## src/rtl/bf_uart_io.sv

```systemverilog
// rtl/bf_uart_io.sv - polled UART bus master serving bfCPU '.' and ',' byte requests
module bf_uart_io #(
    parameter logic [7:0] DIV0_INIT = 8'h02,
    parameter logic [7:0] DIV1_INIT = 8'h03
) (
    input  logic       CLK,
    input  logic       RES,
    input  logic       OUT_REQ,
    input  logic [7:0] OUT_DATA,
    output logic       OUT_ACK,
    input  logic       IN_REQ,
    output logic [7:0] IN_DATA,
    output logic       IN_ACK,
    output logic       INIT_DONE,
    output logic       IO_REQ,
    output logic       IO_WRITE,
    output logic [1:0] IO_ADDR,
    output logic [7:0] IO_WDATA,
    input  logic [7:0] IO_RDATA,
    input  logic       IO_RDY
);

    typedef enum logic [3:0] {
        I0A, I0D, I1A, I1D, IDLE,
        TSA, TSD, TWA, TWD,
        RSA, RSD, RRA, RRD,
        OACK, IACK
    } state_t;

    localparam logic [1:0] ADDR_DATA = 2'b00;
    localparam logic [1:0] ADDR_STAT = 2'b01;
    localparam logic [1:0] ADDR_DIV0 = 2'b10;
    localparam logic [1:0] ADDR_DIV1 = 2'b11;

    state_t     state;
    state_t     nx_state;
    logic [7:0] tx_byte;
    logic       addr_done;
    logic       nx_req;
    logic       nx_write;
    logic [1:0] nx_addr;
    logic [7:0] nx_wdata;

    // Address phase only completes while our registered IO_REQ is actually up;
    // this keeps the first cycle after reset (IO_REQ still 0) from counting.
    assign addr_done = IO_REQ & IO_RDY;

    always_comb begin
        nx_state = state;
        case (state)
            I0A:  if (addr_done) nx_state = I0D;
            I0D:  if (IO_RDY)    nx_state = I1A;
            I1A:  if (addr_done) nx_state = I1D;
            I1D:  if (IO_RDY)    nx_state = IDLE;
            IDLE: begin
                if (OUT_REQ)     nx_state = TSA;
                else if (IN_REQ) nx_state = RSA;
            end
            TSA:  if (addr_done) nx_state = TSD;
            TSD:  if (IO_RDY)    nx_state = IO_RDATA[1] ? TSA : TWA;
            TWA:  if (addr_done) nx_state = TWD;
            TWD:  if (IO_RDY)    nx_state = OACK;
            RSA:  if (addr_done) nx_state = RSD;
            RSD:  if (IO_RDY)    nx_state = IO_RDATA[0] ? RRA : RSA;
            RRA:  if (addr_done) nx_state = RRD;
            RRD:  if (IO_RDY)    nx_state = IACK;
            OACK: nx_state = IDLE;
            IACK: nx_state = IDLE;
            default: nx_state = I0A;
        endcase
    end

    // Bus command decoded from the next state, so each command is registered
    // and held unchanged across its address and data phase pair.
    always_comb begin
        nx_req   = 1'b0;
        nx_write = 1'b0;
        nx_addr  = ADDR_DATA;
        nx_wdata = 8'h00;
        case (nx_state)
            I0A, I0D: begin
                nx_req   = (nx_state == I0A);
                nx_write = 1'b1;
                nx_addr  = ADDR_DIV0;
                nx_wdata = DIV0_INIT;
            end
            I1A, I1D: begin
                nx_req   = (nx_state == I1A);
                nx_write = 1'b1;
                nx_addr  = ADDR_DIV1;
                nx_wdata = DIV1_INIT;
            end
            TSA, TSD, RSA, RSD: begin
                nx_req   = (nx_state == TSA) || (nx_state == RSA);
                nx_addr  = ADDR_STAT;
            end
            TWA, TWD: begin
                nx_req   = (nx_state == TWA);
                nx_write = 1'b1;
                nx_addr  = ADDR_DATA;
                nx_wdata = tx_byte;
            end
            RRA, RRD: begin
                nx_req   = (nx_state == RRA);
                nx_addr  = ADDR_DATA;
            end
            default: begin
                nx_req   = 1'b0;
            end
        endcase
    end

    always_ff @(posedge CLK) begin
        if (RES) begin
            state     <= I0A;
            IO_REQ    <= 1'b0;
            IO_WRITE  <= 1'b0;
            IO_ADDR   <= ADDR_DATA;
            IO_WDATA  <= 8'h00;
            OUT_ACK   <= 1'b0;
            IN_ACK    <= 1'b0;
            IN_DATA   <= 8'h00;
            INIT_DONE <= 1'b0;
            tx_byte   <= 8'h00;
        end else begin
            state    <= nx_state;
            IO_REQ   <= nx_req;
            IO_WRITE <= nx_write;
            IO_ADDR  <= nx_addr;
            IO_WDATA <= nx_wdata;
            OUT_ACK  <= (nx_state == OACK);
            IN_ACK   <= (nx_state == IACK);
            if (nx_state == IDLE)
                INIT_DONE <= 1'b1;
            if (state == IDLE && OUT_REQ)
                tx_byte <= OUT_DATA;
            if (state == RRD && IO_RDY)
                IN_DATA <= IO_RDATA;
        end
    end

endmodule

```

## config.mk

```make
export PLATFORM = sky130hd
export DESIGN_NAME = bf_uart_io
export DESIGN_NICKNAME = d
export VERILOG_FILES = /design/src/rtl/bf_uart_io.sv
export SDC_FILE = /design/constraint.sdc
export NUM_CORES = 1
export LEC_CHECK = 0
export CAP_MARGIN = 25
export CORE_MARGIN = 2
export CORE_UTILIZATION = 43
export DETAILED_ROUTE_END_ITERATION = 8
export PLACE_DENSITY_LB_ADDON = 0.25
export RECOVER_POWER = 100
export SLEW_MARGIN = 25
export SYNTH_ARGS = -nofsm -noshare
export SYNTH_HDL_FRONTEND = slang
export SYNTH_SLANG_ARGS = --single-unit
```

## constraint.sdc

```tcl
create_clock -name CLK -period 1.9 [get_ports CLK]
set_clock_uncertainty 0.15 [all_clocks]
set_input_delay 0.285 -clock CLK [delete_from_list [all_inputs] [get_ports CLK]]
set_output_delay 0.285 -clock CLK [all_outputs]
set_load 0.1 [all_outputs]
```

[Yosys cells after proc, flatten, opt, wreduce, memory -nomap -nowiden]
Index checks and enable logic that the tools add are counted.
Word-level totals
  flip-flop bits (word level): 35
  output and inout port bits: 23
  word-level logic and storage cells: 72
Operators by class
  equality and inequality tests: 28
  muxes and demuxes: 21
  bitwise logic cells: 1
  reductions and logical operators: 12
Operators with widths (number)
  4-bit equality test, second input constant: 14
  4-bit 2-to-1 mux: 14
  4-bit one-hot mux with 14 select lines: 1
  4-bit by 3-bit equality test with 1-bit output, second input constant: 8
  8-bit one-hot mux with 3 select lines: 1
  4-bit by 2-bit equality test with 1-bit output, second input constant: 4
  2-bit OR reduction: 5
  4-bit by 1-bit equality test with 1-bit output, second input constant: 2
  4-bit zero test: 2
  2-bit one-hot mux with 3 select lines: 1
  6-bit OR reduction: 1
  1-bit one-hot mux with 5 select lines: 1
  2-bit 2-to-1 mux: 2
  4-bit OR reduction: 1
  1-bit logical AND: 2
  1-bit bitwise AND: 1
  1-bit logical OR: 1
  1-bit 2-to-1 mux: 1

[Logic depth before layout (Yosys ltp)]
  depth after elaboration: 6
  depth in mapped cells: 8
  depth with buffers taken out: 6

[Worst setup path after synthesis]
No wires, ideal clock.
  kind: reg2reg
  from: register IO_REQ
  to: register IO_WDATA[2]
  library setup time: 0.136 ns
  arrival: 2.254 ns
  required time: 1.614 ns
  setup slack: -0.640 ns
  stages on the path, launching flop included: 8
  clock period less this slack: 2.540 ns
  cell sequence: dfxtp_1 > nand2_1 > or4_4 > o21a_1 > buf_6 > nand2_4 > a2bb2oi_4 > nor3b_2
Between the ends
  word-level cells in the longest chain between the ends: 6
  elaborated cells between the ends (all ways): 18
  classes of those cells: eq/ne: 5; mux: 8; bitwise: 1; reduce/logical: 4
Ends and longest elaborated chain
  start: declaration: line 15  | output logic IO_REQ,
  start signal: assignment: line 127  | IO_REQ <= nx_req;
  1-bit bitwise AND (*): line 46  | assign addr_done = IO_REQ & IO_RDY;
  4-bit 2-to-1 mux, or another cell as far along: line 65  | RRA: if (addr_done) nx_state = RRD;
  4-bit one-hot mux with 14 select lines (*): line 50  | case (state)
  4-bit by 3-bit equality test with 1-bit output, or another cell as far along: line 80  | case (nx_state)
  2-bit OR reduction
  8-bit one-hot mux with 3 select lines (*): line 80
  end signal: assignment: line 130  | IO_WDATA <= nx_wdata;
  end: declaration: line 18  | output logic [7:0] IO_WDATA,
Mark *: on every way between the ends. The rest lies on a longest branch, timed or not.
A chain may end at the register's enable or synchronous reset.

[Worst setup path in the final report]
  from: register state[3]
  to: register IO_WDATA[1]
Between the ends
  word-level cells in the longest chain between the ends: 6
  elaborated cells between the ends (all ways): 41
  classes of those cells: eq/ne: 19; mux: 16; reduce/logical: 6
Ends and longest elaborated chain
  start: declaration: line 35  | state_t state;
  start signal: assignment: line 126  | state <= nx_state;
  4-bit equality test / 4-bit 2-to-1 mux (equally long branches): line 50, 57
  2-bit OR reduction (no line) / 4-bit 2-to-1 mux (equally long branches)
  4-bit one-hot mux with 14 select lines (*): line 50
  4-bit by 3-bit equality test with 1-bit output, or another cell as far along: line 80
  2-bit OR reduction
  8-bit one-hot mux with 3 select lines (*): line 80
Marked as above.

==> Flow_metrics.wiki <==
{| class="wikitable"
! Metric !! Value
|-
| Core footprint || 3690 µm²
|-
| Height of the chip || 66.2 µm
|-
| Class of the tightest hold or removal check || reg2reg
|-
| Minimum setup slack in the final design || -0.0706 ns
|-
| Clk pin slew, worst setup/hold paths || 0.07 ns
|-
| Pre-Repair DR Iteration Count || 6
|-
| Fin nets || 264
|-
| Number of nets with antenna violations after routing || 0
|-
| Synth Area in Adders || 0%
|-
| TritonCTS clock tree || built
|-
| Dominant combinational cell family by area after synthesis || simple AND/OR/NAND/NOR gates
|-
| Area of all sequential standard cells || 712 µm²
|-
| Required time reported for the critical path endpoint || between 1.5 and 2 ns
|-
| Filler cells || 286
|-
| Simple-Gate Fraction of Synth Area || 24.4%
|-
| Seq/Total Area, Yosys || 42.2%
|-
| Instance count on the critical path || 8
|-
| Final setup viols || 11
|-
| Worst reg2reg setup slack || -0.07 ns
|-
| Mux contribution to synthesized area || about 9.6%
|-
| Remaining global-route overflow || 0
|-
| Layout cell share with drive strength beyond 1 || 46.7%
|-
| Clock insertion delay at the later pin of the skew report || between 0.2 and 0.3 ns
|-
| Die outline width || 66.2 µm
|-
| Final worst-path cycle share || 104%
|-
| Parity-gate share of the synthesized area counting xor and xnor cells || less than 1%
|-
| Via count of the routed design || 1519
|-
| Syn avg cell area || 10.1 µm²
|-
| Worst slew margin relative to its limit || a little over three fifths
|-
| Worst hold slack after final layout || 0.341 ns
|-
| Number of violations reported at the end of detailed-routing iteration 0 || 108
|-
| Most repeated library cell on the critical path || sky130_fd_sc_hd__buf_6
|-
| Number of placement rows || 22
|-
| Shortest period the worst path allows || 1.97 ns
|-
| Top FF cell, synth || sky130_fd_sc_hd__dfxtp_1
|-
| Warnings from Yosys || 0
|-
| Register bit count reported by yosys || 35
|-
| Setup Crit Path Kind || reg2reg
|-
| Failing checks || setup timing
|-
| Wirelength per Cell || roughly 16 µm
|-
| Number of global-route vias before repair || 1652
|-
| RSZ-0062 raised after global routing || yes
|-
| Multi-input logic area || roughly 1000 µm²
|-
| Antenna violations before repair || 0
|-
| Category of the worst setup path capture point || register
|-
| Routability-driven placement congestion ratio || between 0.9 and 1
|-
| Area overhead of the layout relative to synthesis || 53.2%
|-
| Delay of the slowest cell on the worst path || 0.34 ns
|-
| Global-route usage over all layers || 23.0%
|-
| Final Slew Violations || 0
|-
| Routed vias/inst || roughly 5.2
|-
| Transition time at the pin with the least slew margin || between 0.5 and 0.6 ns
|-
| Count of clock tree sinks || 35
|-
| Power after layout || 0.00217 W
|-
| P per Cell Area || 852 nW/µm²
|-
| Status || finished, violations left
|-
| Number of clock buffers inserted by TritonCTS || 5
|-
| CP top delay family || compound AO/OA/AOI/OAI gates
|-
| Overall routed net length || 4.57 mm
|-
| Count of port buffers added during placement || 43
|-
| Maximum ir drop on the vdd rail || 0.681 mV
|-
| LEAKAGE || 1.07 nW
|-
| Timing endpoint of the critical path || IO_WDATA[1]
|-
| Max FO, Critical Path || 5
|-
| Area share of the largest cell type after synthesis || 42.2%
|-
| Async SR Flop Fraction || 0%
|-
| Mapped cell area || 1660 µm²
|-
| Number of enable-type register cells in the synthesized netlist || 0
|-
| Cell count after synthesis || 165
|-
| Critical path arrival || 2.00 ns
|-
| Effective utilization at floorplan || 45.0%
|-
| Bufs on Longest Clock Path || 2
|-
| Finished Layout Cells || 292
|-
| Leading post-synthesis cells by cell area || sky130_fd_sc_hd__dfxtp_1 (42%), sky130_fd_sc_hd__mux2i_1 (9.6%), sky130_fd_sc_hd__nor2_1 (5.4%)
|-
| Total Negative Setup Slacks || -0.387 ns
|-
| Max_cap viols || 0
|-
| Startpoint Class || register
|-
| Library cell with the largest summed area after synthesis || sky130_fd_sc_hd__dfxtp_1
|-
| Placed cells || 278
|-
| H-Tree Level Count || 2
|-
| Number of hold violations in the final report || 0
|-
| Source of the critical timing path || state[3]
|-
| Worst reg2reg path endpoint || IO_WDATA[1]
|-
| Pin count of the biggest net entering global routing || 17
|-
| CP max stage cell || sky130_fd_sc_hd__dfxtp_2
|-
| Synthesized netlist net count || between 150 and 200
|-
| Hpwl dp || 3.22 mm
|-
| Total Die Area || 4380 µm²
|-
| Timing-limited maximum frequency || 507 MHz
|-
| Root buffer cell || sky130_fd_sc_hd__clkbuf_8
|-
| Global-route wire length before repair || around 7.6 mm
|-
| Count of unresolved DRC violations after routing || 0
|-
| Compound-Gate Fraction of Synth Area || 18.5%
|-
| Library cells used by synthesis || between 50 and 60
|-
| Antenna fix cells || 0
|-
| Buffer and inverter count on the worst path || 2
|-
| Top Ports || 44
|-
| Worst R2R Start || state[3]
|-
| Cell-by-cell listing of the critical path || buf_6, or2_4, a21o_1, a22oi_2, a21boi_4, buf_6, a41oi_2, o41ai_2
|-
| Commonest non-fill, non-tap cells in the layout || sky130_fd_sc_hd__dfxtp_1 (30), sky130_fd_sc_hd__buf_4 (28), sky130_fd_sc_hd__nor2_1 (24), sky130_fd_sc_hd__clkbuf_2 (23), sky130_fd_sc_hd__clkdlybuf4s50_1 (17)
|-
| Most frequent standard cell in the layout excluding fill and tap cells || sky130_fd_sc_hd__dfxtp_1
|-
| Worst Reg-to-Reg Cells || 8
|}
[layer usage]
layer | track usage (%) | up-vias | wire length, µm
met5 | 0 | - | 0
met4 | 8.42 | 0 | 53
met3 | 4.43 | 6 | 166
met2 | 40.3 | 35 | 2420
met1 | 27.7 | 732 | 1930
li1 | - | 746 | -
[how the worst min path moves through the flow]
| stage | startpoint | endpoint | slack (ns) | cells past startpoint |
|---|---|---|---|---|
| 3_3_place_gp | tx_byte[5] | tx_byte[5] | 0.31 | 2 |
| 2_1_floorplan | RES | state[3] | 0.21 | 1 |
| 6_report | tx_byte[2] | IO_WDATA[2] | 0.34 | 1 |
| 5_1_grt | tx_byte[6] | IO_WDATA[6] | 0.36 | 1 |
| 3_5_place_dp | tx_byte[5] | IO_WDATA[5] | 0.33 | 1 |
| 4_1_cts | tx_byte[2] | IO_WDATA[2] | 0.34 | 1 |
[flip-flops by register name (all words and copies together), names as in the netlist]
name       flops
state          4
IN_ACK         1
OUT_ACK        1
IN_DATA        8
IO_WDATA       8
tx_byte        8
IO_ADDR        2
INIT_DONE      1
IO_REQ         1
IO_WRITE       1
[cell usage after synthesis, drive strengths merged, types with 3 or more instances]
cell type and instances:
nand2 8, nor2b 3, mux2i 16, nand3 3, buf 6, nor3b 6, or4 3, nor2 26
a21oi 8, dfxtp 35, clkbuf 4, o211ai 3, nor3 5, inv 4, o21ai 7
[final cells by class]
type / instances / share of cell area, %
multi-input combinational: 116 / 39.5
sequential: 35 / 28.0
timing repair buffer: 81 / 25.5
clock buffer: 8 / 3.93
tap: 48 / 2.36
inverter: 4 / 0.688
[where the power goes]
part | internal, W | switching (W)
sequential | 0.000771 | 0.0000341
clock | 0.000331 | 0.000249
combinational | 0.000341 | 0.000445
[cell families (layout without fill, tap and decap cells)]
family / after synthesis / after routing
xor gates and xnor gates: 1 / 1
and+or+nand+nor: 63 / 63
DFF: 35 / 35
AOI/OAI and AO/OA: 36 / 36
buffers and inverters: 14 / 93
muxes: 16 / 16
[through the flow]
step	worst slack, ns	util [%]	cell area, µm²
floorplan	-0.0555	-	1670
global placement	-0.481	68.9	2540
detailed placement	-0.507	68.9	2540
CTS	-0.0561	74.7	2760
global route	-0.143	69.0	2540
finish	-0.0706	69.0	2540
[timing repair]
| item | 4_1_cts | 5_1_grt |
|---|---|---|
| hold buffers | 0 | 0 |
| resized for setup | 22 | 17 |
| buffers inserted | 5 | 1 |
| pin swaps | 14 | 14 |
| cloned | 1 | 0 |
| setup endpoints to repair | 14 | 12 |
[worst reg2reg max path: cells and delay by family, from the launching register on]
family          cells  cell delay (ns)
flops               1             0.34
compound gates      5             0.87
simple gates        1             0.25
buf+inv             2             0.27
(Power assumes the default switching activity.)
